$ cat src/rtl/instr_sequencer.sv
// -----------------------------------------------------------------------------
// instr_sequencer
//
// Program sequencer for the autoencoder datapath. Fetches fixed-format
// instructions from a synchronous instruction memory, presents the opcode and
// operand fields to the combinational control unit, honours a datapath stall
// and reports program completion to the host FSM.
//
// Instruction format: [15:12] op, [11:8] dst, [7:4] src1, [3:0] src2.
// LOOP (optional) reuses [11:4] as an iteration count and [3:0] as a backward
// branch distance.
//
// Optional feature macro: SEQ_LOOP_EN
//   defined   - opcode 1101 is LOOP (single level, non-nested hardware loop)
//   undefined - opcode 1101 is illegal and no loop registers are built
//
// Ports:
//   clk          in   system clock, rising edge
//   rst          in   synchronous active-high reset
//   start        in   begin execution at prog_base (only sampled in IDLE)
//   prog_base    in   first instruction address
//   stall        in   datapath busy, extends EXEC while high
//   imem_addr    out  registered instruction memory address
//   imem_rdata   in   instruction word, valid one cycle after imem_addr
//   opcode       out  opcode to the control unit, NOP (all ones) outside EXEC
//   dst_addr     out  destination register field of the current instruction
//   src1_addr    out  first source register field
//   src2_addr    out  second source register field
//   instr_valid  out  commit strobe, one cycle per executed instruction
//   busy         out  high in every state except IDLE
//   done         out  one-cycle pulse on HALT or illegal-opcode abort
//   err          out  sticky illegal-opcode flag, cleared by accepted start
// -----------------------------------------------------------------------------
module instr_sequencer #(
    parameter int unsigned PC_WIDTH       = 8,
    parameter int unsigned INSTR_WIDTH    = 16,
    parameter int unsigned OP_WIDTH       = 4,
    parameter int unsigned REG_ADDR_WIDTH = 4
) (
    input  logic                      clk,
    input  logic                      rst,
    input  logic                      start,
    input  logic [PC_WIDTH-1:0]       prog_base,
    input  logic                      stall,
    output logic [PC_WIDTH-1:0]       imem_addr,
    input  logic [INSTR_WIDTH-1:0]    imem_rdata,
    output logic [OP_WIDTH-1:0]       opcode,
    output logic [REG_ADDR_WIDTH-1:0] dst_addr,
    output logic [REG_ADDR_WIDTH-1:0] src1_addr,
    output logic [REG_ADDR_WIDTH-1:0] src2_addr,
    output logic                      instr_valid,
    output logic                      busy,
    output logic                      done,
    output logic                      err
);

    // Field positions within the instruction word.
    localparam int unsigned OpLsb   = INSTR_WIDTH - OP_WIDTH;
    localparam int unsigned DstLsb  = 2 * REG_ADDR_WIDTH;
    localparam int unsigned Src1Lsb = REG_ADDR_WIDTH;
    localparam int unsigned Src2Lsb = 0;

    localparam logic [OP_WIDTH-1:0] OpNop      = '1;
    localparam logic [OP_WIDTH-1:0] OpHalt     = OP_WIDTH'(14);
    localparam logic [OP_WIDTH-1:0] OpIllegalLo = OP_WIDTH'(8);
`ifdef SEQ_LOOP_EN
    localparam logic [OP_WIDTH-1:0] OpLoop     = OP_WIDTH'(13);
    localparam logic [OP_WIDTH-1:0] OpIllegalHi = OP_WIDTH'(12);
    localparam int unsigned         CntWidth   = 2 * REG_ADDR_WIDTH;
`else
    localparam logic [OP_WIDTH-1:0] OpIllegalHi = OP_WIDTH'(13);
`endif

    typedef enum logic [2:0] {
        StIdle,
        StFetch,
        StLatch,
        StExec,
        StDone
    } state_e;

    state_e                   state_q, state_d;
    logic [PC_WIDTH-1:0]      pc_q, pc_d;
    logic [PC_WIDTH-1:0]      imem_addr_q, imem_addr_d;
    logic [INSTR_WIDTH-1:0]   ir_q, ir_d;
    logic                     instr_valid_q, instr_valid_d;
    logic                     err_q, err_d;

`ifdef SEQ_LOOP_EN
    logic                     loop_active_q, loop_active_d;
    logic [PC_WIDTH-1:0]      loop_pc_q, loop_pc_d;
    logic [CntWidth-1:0]      loop_rem_q, loop_rem_d;
    logic [CntWidth-1:0]      rd_cnt;
    logic [PC_WIDTH-1:0]      rd_back;
`endif

    logic [OP_WIDTH-1:0]      rd_op;
    logic                     rd_illegal;

    // Decode of the word arriving from memory during LATCH.
    always_comb begin
        rd_op      = imem_rdata[OpLsb +: OP_WIDTH];
        rd_illegal = (rd_op >= OpIllegalLo) && (rd_op <= OpIllegalHi);
`ifdef SEQ_LOOP_EN
        rd_cnt     = imem_rdata[Src1Lsb +: CntWidth];
        rd_back    = PC_WIDTH'(imem_rdata[Src2Lsb +: REG_ADDR_WIDTH]);
`endif
    end

    // Next-state logic. imem_addr is loaded with the target pc on every
    // transition into FETCH so the memory sees the address during FETCH and
    // the word is ready to capture at the end of LATCH.
    always_comb begin
        state_d       = state_q;
        pc_d          = pc_q;
        imem_addr_d   = imem_addr_q;
        ir_d          = ir_q;
        instr_valid_d = 1'b0;
        err_d         = err_q;
`ifdef SEQ_LOOP_EN
        loop_active_d = loop_active_q;
        loop_pc_d     = loop_pc_q;
        loop_rem_d    = loop_rem_q;
`endif

        case (state_q)
            StIdle: begin
                if (start) begin
                    pc_d        = prog_base;
                    imem_addr_d = prog_base;
                    err_d       = 1'b0;
                    state_d     = StFetch;
                end
            end

            StFetch: begin
                state_d = StLatch;
            end

            StLatch: begin
                ir_d = imem_rdata;
                if (rd_op == OpHalt) begin
                    state_d = StDone;
`ifdef SEQ_LOOP_EN
                    loop_active_d = 1'b0;
`endif
                end else if (rd_illegal) begin
                    err_d   = 1'b1;
                    state_d = StDone;
`ifdef SEQ_LOOP_EN
                    loop_active_d = 1'b0;
                end else if (rd_op == OpLoop) begin
                    state_d = StFetch;
                    if (!loop_active_q) begin
                        if (rd_cnt == '0) begin
                            pc_d = pc_q + PC_WIDTH'(1);
                        end else begin
                            loop_active_d = 1'b1;
                            loop_pc_d     = pc_q;
                            loop_rem_d    = rd_cnt - CntWidth'(1);
                            pc_d          = pc_q - rd_back;
                        end
                    end else if (pc_q == loop_pc_q) begin
                        if (loop_rem_q == '0) begin
                            loop_active_d = 1'b0;
                            pc_d          = pc_q + PC_WIDTH'(1);
                        end else begin
                            loop_rem_d = loop_rem_q - CntWidth'(1);
                            pc_d       = pc_q - rd_back;
                        end
                    end else begin
                        // A different LOOP while one is active is a nested
                        // loop, which the single set of loop registers
                        // cannot track.
                        err_d         = 1'b1;
                        loop_active_d = 1'b0;
                        state_d       = StDone;
                    end
                    imem_addr_d = pc_d;
`endif
                end else begin
                    state_d = StExec;
                end
            end

            StExec: begin
                if (!stall) begin
                    instr_valid_d = 1'b1;
                    pc_d          = pc_q + PC_WIDTH'(1);
                    imem_addr_d   = pc_q + PC_WIDTH'(1);
                    state_d       = StFetch;
                end
            end

            StDone: begin
                state_d = StIdle;
            end

            default: begin
                state_d = StIdle;
            end
        endcase
    end

    always_ff @(posedge clk) begin
        if (rst) begin
            state_q       <= StIdle;
            pc_q          <= '0;
            imem_addr_q   <= '0;
            ir_q          <= '0;
            instr_valid_q <= 1'b0;
            err_q         <= 1'b0;
`ifdef SEQ_LOOP_EN
            loop_active_q <= 1'b0;
            loop_pc_q     <= '0;
            loop_rem_q    <= '0;
`endif
        end else begin
            state_q       <= state_d;
            pc_q          <= pc_d;
            imem_addr_q   <= imem_addr_d;
            ir_q          <= ir_d;
            instr_valid_q <= instr_valid_d;
            err_q         <= err_d;
`ifdef SEQ_LOOP_EN
            loop_active_q <= loop_active_d;
            loop_pc_q     <= loop_pc_d;
            loop_rem_q    <= loop_rem_d;
`endif
        end
    end

    // Outputs. instr_valid is registered, so the commit strobe appears in the
    // cycle after the EXEC cycle that released the instruction.
    always_comb begin
        opcode      = (state_q == StExec) ? ir_q[OpLsb +: OP_WIDTH] : OpNop;
        dst_addr    = ir_q[DstLsb +: REG_ADDR_WIDTH];
        src1_addr   = ir_q[Src1Lsb +: REG_ADDR_WIDTH];
        src2_addr   = ir_q[Src2Lsb +: REG_ADDR_WIDTH];
        imem_addr   = imem_addr_q;
        instr_valid = instr_valid_q;
        busy        = (state_q != StIdle);
        done        = (state_q == StDone);
        err         = err_q;
    end

endmodule

$ cat config.mk
export PLATFORM = sky130hd
export DESIGN_NAME = instr_sequencer
export DESIGN_NICKNAME = d
export VERILOG_FILES = /design/src/rtl/instr_sequencer.sv
export SDC_FILE = /design/constraint.sdc
export NUM_CORES = 1
export LEC_CHECK = 0
export ABC_AREA = 1
export BUFFER_PORTS_ARGS = -buffer_cell sky130_fd_sc_hd__clkbuf_2
export CAP_MARGIN = 20
export CORE_UTILIZATION = 45
export CTS_CLUSTER_DIAMETER = 150
export CTS_CLUSTER_SIZE = 14
export DETAILED_ROUTE_END_ITERATION = 16
export PLACE_DENSITY_LB_ADDON = 0.2
export SLEW_MARGIN = 40
export SYNTH_ARGS = -nofsm -noshare
export SYNTH_HDL_FRONTEND = slang
export SYNTH_SLANG_ARGS = --single-unit
export TNS_END_PERCENT = 5
$ cat constraint.sdc
create_clock -name clk -period 2.6 [get_ports clk]
set_input_delay 0.26 -clock clk [delete_from_list [all_inputs] [get_ports clk]]
set_output_delay 0.26 -clock clk [all_outputs]
set_load 0.05 [all_outputs]
# --- Word-level counts from Yosys, hierarchy flattened ---
# Index checks and enable logic that the tools add are counted.
op_classes:
  reduce_logical: 9
  bitwise: 1
  n_lt_le_gt_ge: 2
  muxes: 14
  eq_ne: 9
  n_addsub: 1
op_table:
  columns: ["op", "count"]
  rows:
  - ["2-to-1 mux 8 bit", 2]
  - ["case mux 8 bit (2 select lines)", 1]
  - ["2-to-1 mux 3 bit", 4]
  - ["case mux 3 bit (4 select lines)", 1]
  - ["adder 8 x 1 -> 8 bit, second input constant", 1]
  - ["inequality test 2 bit, second input constant", 4]
  - ["equality test 3 x 2 -> 1 bit, second input constant", 2]
  - ["equality test 4 bit, second input constant", 1]
  - [">= comparator 4 bit, second input constant", 1]
  - ["<= comparator 4 bit, second input constant", 1]
  - ["2-to-1 mux 1 bit", 4]
  - ["2-to-1 mux 4 bit", 1]
  - ["AND reduction 4 bit", 1]
  - ["nonzero test 2 bit", 2]
  - ["equality test 3 x 1 -> 1 bit, second input constant", 1]
  - ["equality test 3 bit, second input constant", 1]
  - ["logical NOT 3 bit", 1]
  - ["AND reduction 3 bit", 1]
  - ["nonzero test 3 bit", 1]
  - ["case mux 1 bit (2 select lines)", 1]
  - ["AND reduction 2 bit", 1]
  - ["OR reduction 2 bit", 1]
  - ["logical AND 1 bit", 1]
  - ["NOT 1 bit", 1]
totals:
  in_bits: 28
  wordCells: 41
  register_bits: 29

# --- Logic depth before layout (Yosys ltp) ---
# Gate-level depths: netlist (run 1).
logic_depth:
  depth_word: 5
  mapped_depth: 8
  ltp_nobuf: 8

# --- Worst setup path after synthesis (run 1) ---
# Ideal clock, no wire load.
synth_path:
  kind: "flip-flop to output port"
  start: "register state_q[2]"
  end: "output port done"
  arrival_time_ns: 1.520
  t_required_ns: 2.340
  stages_incl_launch_ff: 3
  setup_slack_ns: 0.820
  path_cell_list: "dfxtp_1 -> inv_2 -> nor3_1"
synth_between:
  elab_chain_cells: 1
synth_rtl:
  columns: ["item", "line_no", "text"]
  rows:
  - ["start: declaration", "82", "state_e state_q, state_d;"]
  - ["start signal: assignment", "207", "state_q <= StIdle;"]
  - ["start signal: assignment", "219", "state_q <= state_d;"]
  - ["equality test 3 bit", "243", "done = (state_q == StDone);"]
  - ["end: declaration", "53", "output logic done,"]
# Every way passes these cells.

# --- Worst setup path after layout (run 1) ---
layout_path:
  start: "register state_q[0]"
  end: "output port opcode[2]"
layout_between:
  elab_chain_cells: 2
layout_rtl:
  columns: ["item", "line_no", "text"]
  rows:
  - ["equality test 3 x 2 -> 1 bit", "236", "opcode = (state_q == StExec) ? ir_q[OpLsb +: OP_WIDTH] : OpNop;"]
  - ["2-to-1 mux 4 bit", "236", null]
  - ["end: declaration", "47", "output logic [OP_WIDTH-1:0] opcode,"]
# Every way passes these cells.

==> results by group, run 1 <==
Outcome
  – Status: finished, final reports clean

Worst setup path
  – CP most frequent cell: nand2_1
  – Worst reg2reg path endpoint: imem_addr[4]$_SDFFE_PP0P_
  – Critical path data arrival time: 1.55 ns
  – Buf+Inv Stages, Crit Path: 1
  – CP top delay family: simple AND/OR/NAND/NOR gates
  – FF-to-FF path depth: 8
  – Critical path origin: state_q[0]$_SDFFE_PP0P_
  – R2r setup slk: 1.04 ns
  – Critical path type: flip-flop to output pin
  – CP required: 2.34 ns
  – Delay of the slowest critical-path stage: 0.42 ns
  – Crit path depth: 4
  – Slowest CP cell: dfxtp_1
  – Worst Setup EP: opcode[2]
  – Crit Reg-Reg Startpoint: state_q[0]$_SDFFE_PP0P_
  – Element type at the critical path end: output pin
  – CP cell instances: nand2_1, nor2_4, nand2_1, clkbuf_2
  – Worst Path Max Fanout: 15
  – Startpoint Class: flip-flop

CTS
  – Total CTS buffers: 5
  – Worst-path clk slew: 0.09 ns
  – H-tree depth: 2
  – Worst skew pair latency: 0.33 ns
  – Clock Path Buffers: 2
  – CTS tree: done
  – Post-CTS Hold Fix Bufs: 0
  – Root Buffer: clkbuf_4
  – Total setup buffers inserted after CTS: 0
  – CTS sink count: 29
  – PostCTS Resize Cnt: 0

Timing
  – Final Hold Viols: 0
  – Worst Skew: 0.00775 ns
  – Fin. max-slew vios: 0
  – Setup TNS Final: 0 ns
  – Final Critical Period: 1.81 ns
  – Measured slew at the worst slew-check pin: 0.541 ns
  – Worst slew margin: 0.639
  – Post-route worst setup slack: 0.789 ns
  – Hold_ws: 0.152 ns
  – Max frequency: 552 MHz
  – Setup violators final: 0
  – Period utilisation layout: 0.697
  – RSZ-0062 raised after global routing: false

Synthesis
  – Mux contribution to synthesized area: 0
  – XOR/XNOR share of the synthesized area: 0
  – Yosys reg bits: 29
  – Area contributors post-synth: dfxtp_1 41%, nand2_1 11%, nor2_1 11%, buf_4 6.9%, o21ai_1 6.3%
  – Post-synthesis compound-gate area fraction: 0.132
  – Sequential element share of the synthesized area: 0.408
  – Area of the mapped netlist: 1420 um2
  – Yosys warning count: 0
  – Simple-Gate Fraction of Synth Area: 0.318
  – Largest family of logic cells by synthesized area: simple AND/OR/NAND/NOR gates
  – Avg Cell Area, Syn: 6.83 um2
  – Area share of the largest cell type after synthesis: 0.408
  – Library cells used by synthesis: 24
  – Syn Inst Count: 208
  – Yosys top cell by area: dfxtp_1
  – Post-synth net total: 237
  – Adder-cell share of the synthesized area: 0.00880

Final layout
  – ANT cells: 0
  – Design Area, Final: 1680 um2
  – Final nets: 280
  – Layout area overhead: 18.5%
  – Non-filler cells, final: 296
  – Commonest non-fill, non-tap cells in the layout: 55 x clkbuf_2, 41 x nand2_1, 40 x nor2_1
  – Share of post-route cells with drive strength above 1: 0.294
  – Final Util: 0.556
  – Commonest non-fill, non-tap cell in the layout: clkbuf_2

Placed design
  – Placed insts: 288
  – Buffers on Ports: 55
  – GP Congestion: 0.818
  – Dpl hpwl: 2250 um
  – DP Worst Slack: 1.06 ns
  – DP Area: 1630 um2

Pwr
  – Lkg Pwr: 0.828 nW
  – P per Cell Area: 796 nW/um2
  – Tot Pwr: 1.34 mW
  – Maximum vdd ir drop: 425 uV

Global routing
  – Initial antenna violation count: 0
  – First-pass GRT wire length: 5210 um
  – Vias in the first global route: 1231
  – Grt ovf: 0
  – Gr usage total: 0.206
  – Largest net degree at the start of global routing: 22

Die
  – I/O Pins: 56
  – Row count: 20
  – Core area: 3030 um2
  – Starting Density: 0.469
  – Die X: 58.2 um
  – Die height: 58.2 um
  – Full die area: 3390 um2

Drt
  – DRT antenna net count: 0
  – 1st-iter DRT viols: 80
  – Routed via count: 1412
  – Drc violations: 0
  – Total wire length: 3030 um
  – Drt first pass iters: 7
  – Vias per std cell: 4.77
  – DR WL/cell: 10.2 um

Run
  – Max Cap Viol: 0

Worst hold path
  – Hold WC Path Type: input pin to flip-flop
[cell usage after synthesis]
library cell and number:
clkbuf_1 5, inv_4 1, o21ai_0 3, nor3_2 1, or2_1 1, nor3_1 2
ha_1 1, dfxtp_1 29, nand3_1 16, nand2_2 1, nand2_4 1, o21ai_1 18
nand4_1 1, buf_4 13, nor2_4 1, buf_2 2, inv_2 5, nand2_1 41
or2_2 1, nor2_1 40, inv_1 10, o211a_1 1, a21oi_1 13, o21bai_1 1
[worst min-delay path by stage]
stage | startpoint | endpoint | slack [ns] | depth (start not counted)
5_1_grt | imem_rdata[0] | ir_q[0]$_SDFFE_PP0P_ | 0.13 | 3
3_3_place_gp | ir_q[12]$_SDFFE_PP0P_ | ir_q[12]$_SDFFE_PP0P_ | 0.45 | 2
2_1_floorplan | imem_rdata[8] | ir_q[8]$_SDFFE_PP0P_ | 0.39 | 2
3_5_place_dp | ir_q[12]$_SDFFE_PP0P_ | ir_q[12]$_SDFFE_PP0P_ | 0.45 | 2
4_1_cts | imem_rdata[11] | ir_q[11]$_SDFFE_PP0P_ | 0.14 | 3
6_report | imem_rdata[11] | ir_q[11]$_SDFFE_PP0P_ | 0.15 | 3
[cells by family after synthesis]
logic type      after synthesis
buf+inv                      36
compound gates               36
flops                        29
fa+ha+maj                     1
simple gates                106
[area by class of cell]
class	instances	area, um2
tap	44	55.1
clock inverter	2	10.0
sequential	29	581
inverter	16	62.6
fill	321	1340
multi-input combinational	143	652
timing repair buffer	56	283
clock buffer	6	41.3
[flip-flops by register name, summed over array words and instances, names as in the netlist]
signal and flops:
err 1, imem_addr 8, instr_valid 1, ir_q 16
state_q 3
[metal layers]
metal	vias to the layer above	wire length (um)	share of wire	global-route usage
li1	748	-	-	-
met1	623	1390	0.46	0.248
met2	37	1440	0.47	0.333
met3	4	155	0.051	0.0759
met4	0	47	0.015	0.0816
met5	-	0	0	0
[power by group]
| part | leakage, nW | internal, mW | total, mW | switching (mW) |
|---|---|---|---|---|
| logic | 0.559 | 0.132 | 0.516 | 0.384 |
| clock network | 0.0320 | 0.103 | 0.258 | 0.155 |
| registers | 0.237 | 0.513 | 0.567 | 0.0547 |
[worst min-delay path, stage by stage]
cell and delay (ns):
clkbuf_2 0.07, nor2_1 0.03, nor2_1 0.08
No activity file was read; power rests on OpenSTA's default activity.
==> run 2: changes to the inputs <==
--- a/config.mk
+++ b/config.mk
@@ -8,7 +8,7 @@
 export ABC_AREA = 1
 export BUFFER_PORTS_ARGS = -buffer_cell sky130_fd_sc_hd__clkbuf_2
 export CAP_MARGIN = 20
-export CORE_UTILIZATION = 45
+export CORE_UTILIZATION = 43
 export CTS_CLUSTER_DIAMETER = 150
 export CTS_CLUSTER_SIZE = 14
 export DETAILED_ROUTE_END_ITERATION = 16
==> constraint.sdc (replaced) <==
create_clock -name clk -period 1.6 [get_ports clk]
set_input_delay 0.16 -clock clk [delete_from_list [all_inputs] [get_ports clk]]
set_output_delay 0.16 -clock clk [all_outputs]
set_load 0.05 [all_outputs]
==> results by group, run 2 (synthesis gave the netlist of run 1 again) <==
CTS
  – Total CTS buffers: 5 (unchanged)
  – H-tree depth: 2 (unchanged)
  – Clock Path Buffers: 2 (unchanged)
  – CTS tree: done
  – Worst skew pair latency: 0.33 ns (about the same)
  – Worst-path clk slew: 0.09 ns (about the same)
  – Root Buffer: clkbuf_4
  – CTS sink count: 29 (unchanged)

Drt
  – Drc violations: 0 (unchanged)
  – Routed via count: 1430 (+1.3%)
  – Drt first pass iters: 4 (-3)
  – Total wire length: 3270 um (+7.8%)
  – DRT antenna net count: 0 (unchanged)
  – 1st-iter DRT viols: 100 (+25%)
  – Vias per std cell: 4.77 (about the same)
  – DR WL/cell: 10.9 um (+6.4%)

Placed design
  – DP Area: 1660 um2 (+1.7%)
  – DP Worst Slack: 0.204 ns (-0.854 ns)
  – Dpl hpwl: 2330 um (+3.4%)
  – GP Congestion: 0.816 (-0.29%)
  – Buffers on Ports: 55 (unchanged)

Worst setup path
  – Crit Reg-Reg Startpoint: state_q[0]$_SDFFE_PP0P_
  – Delay of the slowest critical-path stage: 0.39 ns (-0.03 ns)
  – Element type at the critical path end: output pin
  – Worst Path Max Fanout: 7 (-8)
  – FF-to-FF path depth: 8 (unchanged)
  – Critical path data arrival time: 1.34 ns (-0.21 ns)
  – R2r setup slk: 0.21 ns (-0.83 ns)
  – Critical path origin: state_q[0]$_SDFFE_PP0P_
  – CP required: 1.44 ns (-0.90 ns)
  – Worst reg2reg path endpoint: imem_addr[7]$_SDFFE_PP0P_
  – Critical path type: flip-flop to output pin
  – Worst Setup EP: opcode[0]
  – CP cell instances: nand2_1, nor2_4, nand2_1, buf_2
  – Startpoint Class: flip-flop
  – Slowest CP cell: dfxtp_2
  – CP most frequent cell: nand2_1

Worst hold path
  – Hold Path Depth: 3 (unchanged)
  – Hold_sp: imem_rdata[8]
  – Hold WC Path Type: input pin to flip-flop

Final layout
  – ANT cells: 0 (unchanged)
  – Design Area, Final: 1730 um2 (+2.9%)
  – Layout area overhead: 21.9%
  – Max reg flops: 16 (unchanged)
  – Share of post-route cells with drive strength above 1: 0.316 (+0.0228)
  – Biggest register: ir_q
  – Final nets: 285 (+1.8%)
  – Commonest non-fill, non-tap cells in the layout: 51 x clkbuf_2, 41 x nand2_1, 40 x nor2_1
  – Commonest non-fill, non-tap cell in the layout: clkbuf_2

Timing
  – Post-route worst setup slack: 0.0958 ns (-0.693 ns)
  – Final Hold Viols: 0 (unchanged)
  – Max frequency: 665 MHz
  – Worst slew margin: 0.742 (+0.103)
  – Worst Skew: 0.00622 ns (-0.00154 ns)
  – RSZ-0062 raised after global routing: false
  – Measured slew at the worst slew-check pin: 0.385 ns (-0.156 ns)
  – Setup violators final: 0 (unchanged)
  – Hold_ws: 0.0500 ns (-0.102 ns)
  – Final Critical Period: 1.50 ns
  – Period utilisation layout: 0.940
  – Fin. max-slew vios: 0 (unchanged)
  – Setup TNS Final: 0 ns (unchanged)

Pwr
  – Tot Pwr: 2.24 mW (+67%)
  – Lkg Pwr: 0.851 nW (+2.8%)
  – Maximum vdd ir drop: 837 uV (+97%)
  – P per Cell Area: 1290 nW/um2 (+62%)

Global routing
  – Largest net degree at the start of global routing: 22 (unchanged)
  – Vias in the first global route: 1271 (+3.2%)
  – Grt ovf: 0 (unchanged)
  – Gr usage total: 0.218 (+0.0118)
  – Initial antenna violation count: 0 (unchanged)
  – First-pass GRT wire length: 5540 um (+6.4%)

Die
  – Full die area: 3540 um2 (+4.5%)
  – Row count: 20 (unchanged)
  – Starting Density: 0.458 (-0.0114)
  – Core area: 3100 um2 (+2.5%)
  – I/O Pins: 56 (unchanged)
  – Die X: 59.5 um (+2.2%)
  – Die height: 59.5 um (+2.2%)

Run
  – Max Cap Viol: 0 (unchanged)

Outcome
  – Status: finished, final reports clean
run 2: changes by cell type in the layout (fill, tap and decap cells not counted), sizes merged:
cell    change
buf         +9
clkbuf      -3
clkinv      -2
run 2: report_power, final:
group	internal, mW	leakage [nW]	switching [mW]
combinational	0.229	0.582	0.631
clock	0.207	0.0314	0.248
sequential	0.836	0.238	0.0894
run 2: how the worst min path moves through the flow:
stage                       endpoint  slack (ns)
2_1_floorplan   ir_q[8]$_SDFFE_PP0P_        0.29
3_3_place_gp    ir_q[8]$_SDFFE_PP0P_        0.38
3_5_place_dp    ir_q[8]$_SDFFE_PP0P_        0.39
4_1_cts         ir_q[8]$_SDFFE_PP0P_        0.04
5_1_grt        ir_q[11]$_SDFFE_PP0P_        0.05
6_report        ir_q[8]$_SDFFE_PP0P_        0.05
run 2: worst max-delay path, delay by kind of cell (launching register included):
| kind | cells | cell delay (ns) |
|---|---|---|
| flip-flops | 1 | 0.39 |
| AND/OR/NAND/NOR | 3 | 0.40 |
| buffers and inverters | 1 | 0.22 |
run 2: area by class of cell:
type	instances	area [um2]
fill	334	1370
inverter	16	62.6
multi-input combinational	143	657
clock buffer	7	55.1
sequential	29	583
tap	44	55.1
timing repair buffer	61	320
run 2: through the flow:
step	instances	utilization
final	300	0.558
after global routing	300	0.558
after CTS	298	0.553
after detailed placement	291	0.535
after global placement	291	0.535
after floorplan	208	-
run 2: what timing repair did:
| action | 4_1_cts | 5_1_grt |
|---|---|---|
| endpoints found under the hold margin | 0 | 0 |
| endpoints found under the setup margin | 0 | 4 |
| resized for setup | 0 | 6 |
| buffers inserted | 0 | 2 |
| hold buffers | 0 | 0 |
run 2: layer usage:
metal | global-route usage | vias to the layer above | wire length, um
met2 | 0.323 | 52 | 1440
met1 | 0.285 | 625 | 1520
met4 | 0.0698 | 0 | 49
met5 | 0 | - | 0
met3 | 0.0939 | 5 | 264
li1 | - | 748 | -
